`config.mk`:
```
export PLATFORM = sky130hd
export DESIGN_NAME = program_loader
export DESIGN_NICKNAME = d
export VERILOG_FILES = /design/src/rtl/program_loader.sv
export SDC_FILE = /design/constraint.sdc
export NUM_CORES = 1
export LEC_CHECK = 0
export BUFFER_PORTS_ARGS = -buffer_cell sky130_fd_sc_hd__buf_4
export CORE_ASPECT_RATIO = 1.25
export CORE_UTILIZATION = 59
export DETAILED_ROUTE_END_ITERATION = 8
export PLACE_DENSITY = 0.84
export SYNTH_ARGS = -nofsm -noshare
export SYNTH_HDL_FRONTEND = slang
export SYNTH_SLANG_ARGS = --single-unit
```
`constraint.sdc`:
```
create_clock -name CLK -period 3 [get_ports CLK]
set_clock_uncertainty 0.15 [all_clocks]
set_input_delay 0.6 -clock CLK [delete_from_list [all_inputs] [get_ports CLK]]
set_output_delay 0.6 -clock CLK [all_outputs]
set_load 0.005 [all_outputs]
```
`src/rtl/program_loader.sv`:
```
// program_loader: boot-time loader in front of the single-cycle CPU datapath.
// Receives a framed image (A5, N[15:0] LE, 4N data bytes, 8-bit sum checksum)
// from the UART receiver. It packs the data bytes into little-endian 32-bit words
// and writes them to instruction memory starting at word 0. It releases the CPU
// (EN) only after the checksum byte matches.
//
// Ports:
//   CLK        system clock, rising edge
//   RESET      asynchronous active-low reset
//   RxData     received byte, valid while RxValid
//   RxValid    one-cycle strobe per byte
//   IMemWE     one-cycle write pulse per assembled word
//   IMemAddr   word address of the write
//   IMemWData  word being written
//   EN         CPU enable (datapath EN)
//   Done       image loaded and verified
//   Error      sticky frame error (cleared by a new sync byte)
module program_loader #(
  parameter int unsigned ADDR_WIDTH     = 8,
  parameter int unsigned TIMEOUT_CYCLES = 50_000_000
) (
  input  logic                  CLK,
  input  logic                  RESET,
  input  logic [7:0]            RxData,
  input  logic                  RxValid,
  output logic                  IMemWE,
  output logic [ADDR_WIDTH-1:0] IMemAddr,
  output logic [31:0]           IMemWData,
  output logic                  EN,
  output logic                  Done,
  output logic                  Error
);

  localparam int unsigned TmoW = $clog2(TIMEOUT_CYCLES + 1);
  localparam logic [TmoW-1:0] TmoLast = TmoW'(TIMEOUT_CYCLES - 1);
  localparam logic [16:0] MaxWords = 17'(1) << ADDR_WIDTH;
  localparam logic [7:0] SyncByte = 8'hA5;

  typedef enum logic [2:0] {
    StIdle, StLenLo, StLenHi, StData, StCheck, StRun, StError
  } state_e;

  state_e                state_q, state_d;
  logic [15:0]           len_q, len_d;
  logic [ADDR_WIDTH:0]   widx_q, widx_d;  // one extra bit so N = 2^ADDR_WIDTH fits
  logic [1:0]            lane_q, lane_d;
  logic [7:0]            cks_q, cks_d;
  logic [23:0]           word_q, word_d;  // first three bytes of the current word
  logic [TmoW-1:0]       tmo_q, tmo_d;
  logic                  we_q, we_d;
  logic [ADDR_WIDTH-1:0] addr_q, addr_d;
  logic [31:0]           wdata_q, wdata_d;
  logic [15:0]           len_new;
  logic                  in_frame;

  assign len_new  = {RxData, len_q[7:0]};
  assign in_frame = (state_q == StLenLo) || (state_q == StLenHi) ||
                    (state_q == StData)  || (state_q == StCheck);

  always_comb begin
    state_d = state_q;
    len_d   = len_q;
    widx_d  = widx_q;
    lane_d  = lane_q;
    cks_d   = cks_q;
    word_d  = word_q;
    tmo_d   = '0;
    we_d    = 1'b0;
    addr_d  = addr_q;
    wdata_d = wdata_q;

    // A byte in the same cycle as the would-be timeout wins: only count idle cycles.
    if (in_frame && !RxValid) begin
      if (tmo_q == TmoLast) begin
        state_d = StError;
      end else begin
        tmo_d = tmo_q + 1'b1;
      end
    end

    case (state_q)
      StIdle: begin
        if (RxValid && RxData == SyncByte) state_d = StLenLo;
      end
      StLenLo: begin
        if (RxValid) begin
          len_d[7:0] = RxData;
          state_d    = StLenHi;
        end
      end
      StLenHi: begin
        if (RxValid) begin
          len_d = len_new;
          if (len_new == 16'd0 || {1'b0, len_new} > MaxWords) begin
            state_d = StError;
          end else begin
            state_d = StData;
            widx_d  = '0;
            lane_d  = 2'd0;
            cks_d   = 8'd0;
          end
        end
      end
      StData: begin
        if (RxValid) begin
          cks_d  = cks_q + RxData;
          lane_d = lane_q + 2'd1;
          if (lane_q == 2'd3) begin
            we_d    = 1'b1;
            addr_d  = widx_q[ADDR_WIDTH-1:0];
            wdata_d = {RxData, word_q};
            widx_d  = widx_q + 1'b1;
            if (17'(widx_q) + 17'd1 == {1'b0, len_q}) state_d = StCheck;
          end else begin
            word_d = {RxData, word_q[23:8]};
          end
        end
      end
      StCheck: begin
        if (RxValid) state_d = (RxData == cks_q) ? StRun : StError;
      end
      StRun: ;  // UART belongs to the running program now
      StError: begin
        if (RxValid && RxData == SyncByte) state_d = StLenLo;
      end
      default: state_d = StIdle;
    endcase
  end

  always_ff @(posedge CLK or negedge RESET) begin
    if (!RESET) begin
      state_q <= StIdle;
      len_q   <= '0;
      widx_q  <= '0;
      lane_q  <= '0;
      cks_q   <= '0;
      word_q  <= '0;
      tmo_q   <= '0;
      we_q    <= 1'b0;
      addr_q  <= '0;
      wdata_q <= '0;
    end else begin
      state_q <= state_d;
      len_q   <= len_d;
      widx_q  <= widx_d;
      lane_q  <= lane_d;
      cks_q   <= cks_d;
      word_q  <= word_d;
      tmo_q   <= tmo_d;
      we_q    <= we_d;
      addr_q  <= addr_d;
      wdata_q <= wdata_d;
    end
  end

  assign IMemWE    = we_q;
  assign IMemAddr  = addr_q;
  assign IMemWData = wdata_q;
  assign EN        = (state_q == StRun);
  assign Done      = (state_q == StRun);
  assign Error     = (state_q == StError);

endmodule

```
; Yosys cells after proc, flatten, opt, wreduce, memory -nomap -nowiden
; Cells that the tools add are included.
[word_totals]
elab_cells = 83
inputBits = 11
output_inout_bits = 44
register_bits = 129
[classes]
add_sub_neg = 5
order_cmp = 1
muxes = 32
n_reduce_logical = 17
n_eq_ne = 15
bitwise_logic = 2
[op_table]
columns = op, n
row1 = 26-bit two-way mux, 2
row2 = 9-bit two-way mux, 4
row3 = 8-bit two-way mux, 4
row4 = 8-bit one-hot mux with 2 select lines, 2
row5 = 3-bit two-way mux, 10
row6 = 26-bit by 1-bit adder with 26-bit output (second input constant), 1
row7 = 26-bit == test (second input constant), 1
row8 = 3-bit one-hot mux with 6 select lines, 1
row9 = 9-bit one-hot mux with 2 select lines, 1
row10 = 10-bit by 16-bit == test with 1-bit output, 1
row11 = 16-bit by 9-bit greater-than comparator with 1-bit output (second input constant), 1
row12 = 16-bit logical NOT, 1
row13 = 9-bit by 1-bit adder with 10-bit output (second input constant), 1
row14 = 9-bit by 1-bit adder with 9-bit output (second input constant), 1
row15 = 3-bit == test (second input constant), 3
row16 = 3-bit AND reduction, 3
row17 = 8-bit adder, 1
row18 = 8-bit == test, 1
row19 = 8-bit == test (second input constant), 1
row20 = 2-bit two-way mux, 4
row21 = 3-bit by 2-bit == test with 1-bit output (second input constant), 2
row22 = 2-bit != test (second input constant), 3
row23 = 5-bit AND reduction, 1
row24 = 1-bit logical OR, 4
row25 = 14 further kinds, 18

; Longest topological paths before layout
[logic_depth]
ltp_word = 10
mapped_depth = 9

; Least setup slack after synthesis
; Ideal clock, no wire load.
[synth_timing]
path_type = register to register
from = register tmo_q[10]
to = register state_q[0]
synth_period_minus_slack_ns = 2.715
setup_ns = 0.144
path_stages_with_launch = 7
n_path_buf = 0
slack_ns = 0.285
arrival_ns = 2.421
cell_sequence = dfrtp_1 -> or4b_1 -> or4_4 -> o41ai_4 -> a21oi_1 -> or4_1 -> o21bai_1
[synth_between]
elab_chain_cells = 7
elab_cells_between_ends = 11
cone_classes = eq/ne (1) / mux (10)
[synth_rtl]
columns = element, line_no
row1 = "start, declared", 49  ; logic [TmoW-1:0] tmo_q, tmo_d;
row2 = "start signal, assigned", 149  ; tmo_q <= tmo_d;
row3 = 26-bit == test *, 74  ; if (tmo_q == TmoLast) begin
row4 = 3-bit two-way mux *, 74
row5 = 3-bit two-way mux *, 73  ; if (in_frame && !RxValid) begin
row6 = 3-bit two-way mux, 113  ; if (17'(widx_q) + 17'd1 == {1'b0, len_q}) state_d = StCheck;
row7 = 3-bit two-way mux, 108  ; if (lane_q == 2'd3) begin
row8 = 3-bit two-way mux, 105  ; if (RxValid) begin
row9 = 3-bit one-hot mux with 6 select lines *, 81  ; case (state_q)
row10 = via state_d[0], 43  ; state_e state_q, state_d;
row11 = "end signal, assigned", 132  ; state_q <= StIdle;
row12 = "end signal, assigned", 143  ; state_q <= state_d;
row13 = "end, declared", 43
; The timed path passes the listed nets; every way through them passes the cells marked *.
; A chain may end at the register's enable or synchronous reset.

; Final worst setup path
; Same ends and word-level chain as after synthesis.

==> metrics.txt <==
layout cell share with drive strength beyond 1 24.06%; status completed; Die Area 10,640 sq um; EDFF count, synth 0; grt met2 use 46.86%; Setup CP Type register to register; DRT Pass-1 Iters 5; final slew viol count 0; Leak 3.559 nW; CP max FO 5; routability-driven placement congestion ratio 0.8581; slew at the pin closest to its max-slew limit 792.7 ps; leading area contributor after synthesis dfrtp_1; Clock Sink Count 129; crit path launch tmo_q[10]; Residual DRC 0; Total GRT Usage 27.84%; worst skew pair latency 420 ps; Iter 0 DRT Violations 310; root buf cell clkbuf_16; worst reg2reg path depth 6; most frequent cells in the layout dfrtp_1 (129), nand2_1 (103), buf_4 (58), mux2_2 (54), nor2_1 (44); most common cell after layout, fill and taps aside dfrtp_1; Die W 92.47 um; Post-Synthesis Cells 570; Max Root-Sink Buffers 2; pre-CTS WS 187.3 ps; Post-DP HPWL roughly 9 mm; Mapped Nets 592; core footprint ~10000 sq um; Peak VDD IR 432.6 uV; M3 GR Usage 5.820%; row count 40; initial core utilization 61.85%; max cap viols 0; register area share after synthesis 53.48%; Hold Vio Cnt, Final 0; H-tree lvl count 4; final cell count without fillers about 760; GRT Max-Usage Layer met2; largest net degree at the start of global routing 47; FMAX between 300 and 400 MHz; final global-route overflow total 0; DR vias 4,554; Setup TNS 0 ps; CTS tree built; Synth area leaders dfrtp_1 (53%), mux2_2 (10%), nand2_1 (6.4%), xnor2_1 (2.9%), nor2_1 (2.8%); Synth Warn # 0; die boundary height 115.1 um; number of CTS-inserted buffers 17; R2R setup slack ~160 ps; RSZ-0062 raised after global routing no; post-synth top area share 53.48%; vias in the first global route 4,713; Worst Slack Setup Final 160.0 ps; WP data arrival about 3000 ps; data required time of the worst path 3140 ps; final net count 646; first-pass GRT wire length 22.86 mm; ANT cells 0; initial antenna violation count 0; Reg clk slew, reported paths ~60 ps; Min Clock Period, post-route about 2800 ps; R2R Path End state_q[0]; Post-Syn Area between 6000 and 7000 sq um; antenna violation net count after detailed routing 0; Final Cycle Share 94.67%; #FFs+latches synth 129; Slew headroom between 40% and 50%; synthesis-to-layout area growth 18.72%; ratio of total power to cell area around 540 nW/um^2; GR Util met1 between 30% and 40%; # Post-CTS Setup Buffers 0; post-CTS resize count 0; syn avg cell area 10.59 sq um; Synth Flop Type dfrtp_1; routed len/inst approximately 18 um; IO Port Bufs 54; # IOs 55; Synth cell types 56; placed insts 731; Reg-to-Reg Start tmo_q[10]; CP Launch Type register; critical path capture point type register; endpoints failing setup 0; routed wire length 13.52 mm; Hold WC Path Type input pin to async pin; final core occ between 70 and 80%; vias per cell approximately 6.0; ys async rst share 100.0%; hold_buf cts 0
## cells in the mapped netlist, drive strengths merged (2+ instances only)
master   number
and3         13
or4b          2
a21oi         8
a2111oi       2
a22o          4
o41ai         2
and3b         2
o21ai        29
o21bai        2
dfrtp       129
a32oi         2
or4           2
a21o          3
o221ai        2
ha           10
or3           4
nand4         4
inv           8
and4          4
and2          4
nor2b         5
clkbuf       20
nand2b        4
mux2         54
buf           6
o211ai        2
nand3        18
o31ai         3
nor4          6
nand2       103
xor2         18
a31oi         3
nand4b        2
a211oi        2
o31a          2
xnor2        20
nor3b         3
nor2         45
nor3         10
## critical path, stage by stage (launching register included)
cell and delay [ps]:
dfrtp_1 430, or4b_1 530, or4_4 520, o41ai_4 320, a21oi_1 100, or4_1 510
o21bai_1 170
## through the flow
stage          hold slack, ps  power (mW)  area (sq um)
3_5_place_dp            313.4       1.859          6588
6_report                29.15       3.838          7166
5_1_grt                 74.15       3.935          7166
3_3_place_gp            303.0       1.856          6588
4_1_cts                 43.04       3.856          7166
2_1_floorplan           154.4       1.791          6036
## final cells by class
cell class	count	area (sq um)
Tap cell	126	157.7
Sequential cell	129	3228
Inverter	8	30.03
Fill cell	644	2594
Multi-Input combinational cell	407	2676
Timing Repair Buffer	61	495.5
Clock buffer	18	439.2
Clock inverter	13	138.9
## kinds of logic after synthesis
logic type	after synthesis	share of synthesized area, %
buffers and inverters	34	2.218
and+or+nand+nor	232	18.12
adders and majority gates	11	2.405
AOI/OAI and AO/OA	71	8.022
DFF	129	53.48
muxes	55	10.24
xor gates and xnor gates	38	5.514
## routing by layer
metal | share of wire [%] | routed length [um] | vias up
li1 | - | - | 2088
met1 | 40 | 5397 | 2268
met2 | 52 | 7059 | 161
met3 | 5.2 | 702 | 37
met4 | 2.7 | 365 | 0
met5 | 0 | 0 | -
## worst max-delay path by stage
stage | cells past startpoint | slack [ps] | to
CTS | 6 | 170 | state_q[0]
detailed placement | 6 | 190 | state_q[0]
global route | 6 | 100 | state_q[0]
global placement | 6 | 240 | state_q[0]
finish | 6 | 160 | state_q[0]
floorplan | 6 | 290 | state_q[0]
## flip-flops by register name (all words and copies together), names as in the netlist
register,cells
IMemWE,1
widx_q,9
state_q,3
len_q,16
IMemAddr,8
word_q,24
IMemWData,32
lane_q,2
cks_q,8
tmo_q,26
## report_power, final
part	internal, mW	switching (mW)	total, mW
clock	1.24	0.772	2.01
sequential	1.74	0	1.74
combinational	0.0242	0.0625	0.0867
total	3.00	0.835	3.84
(Power assumes the default switching activity.)
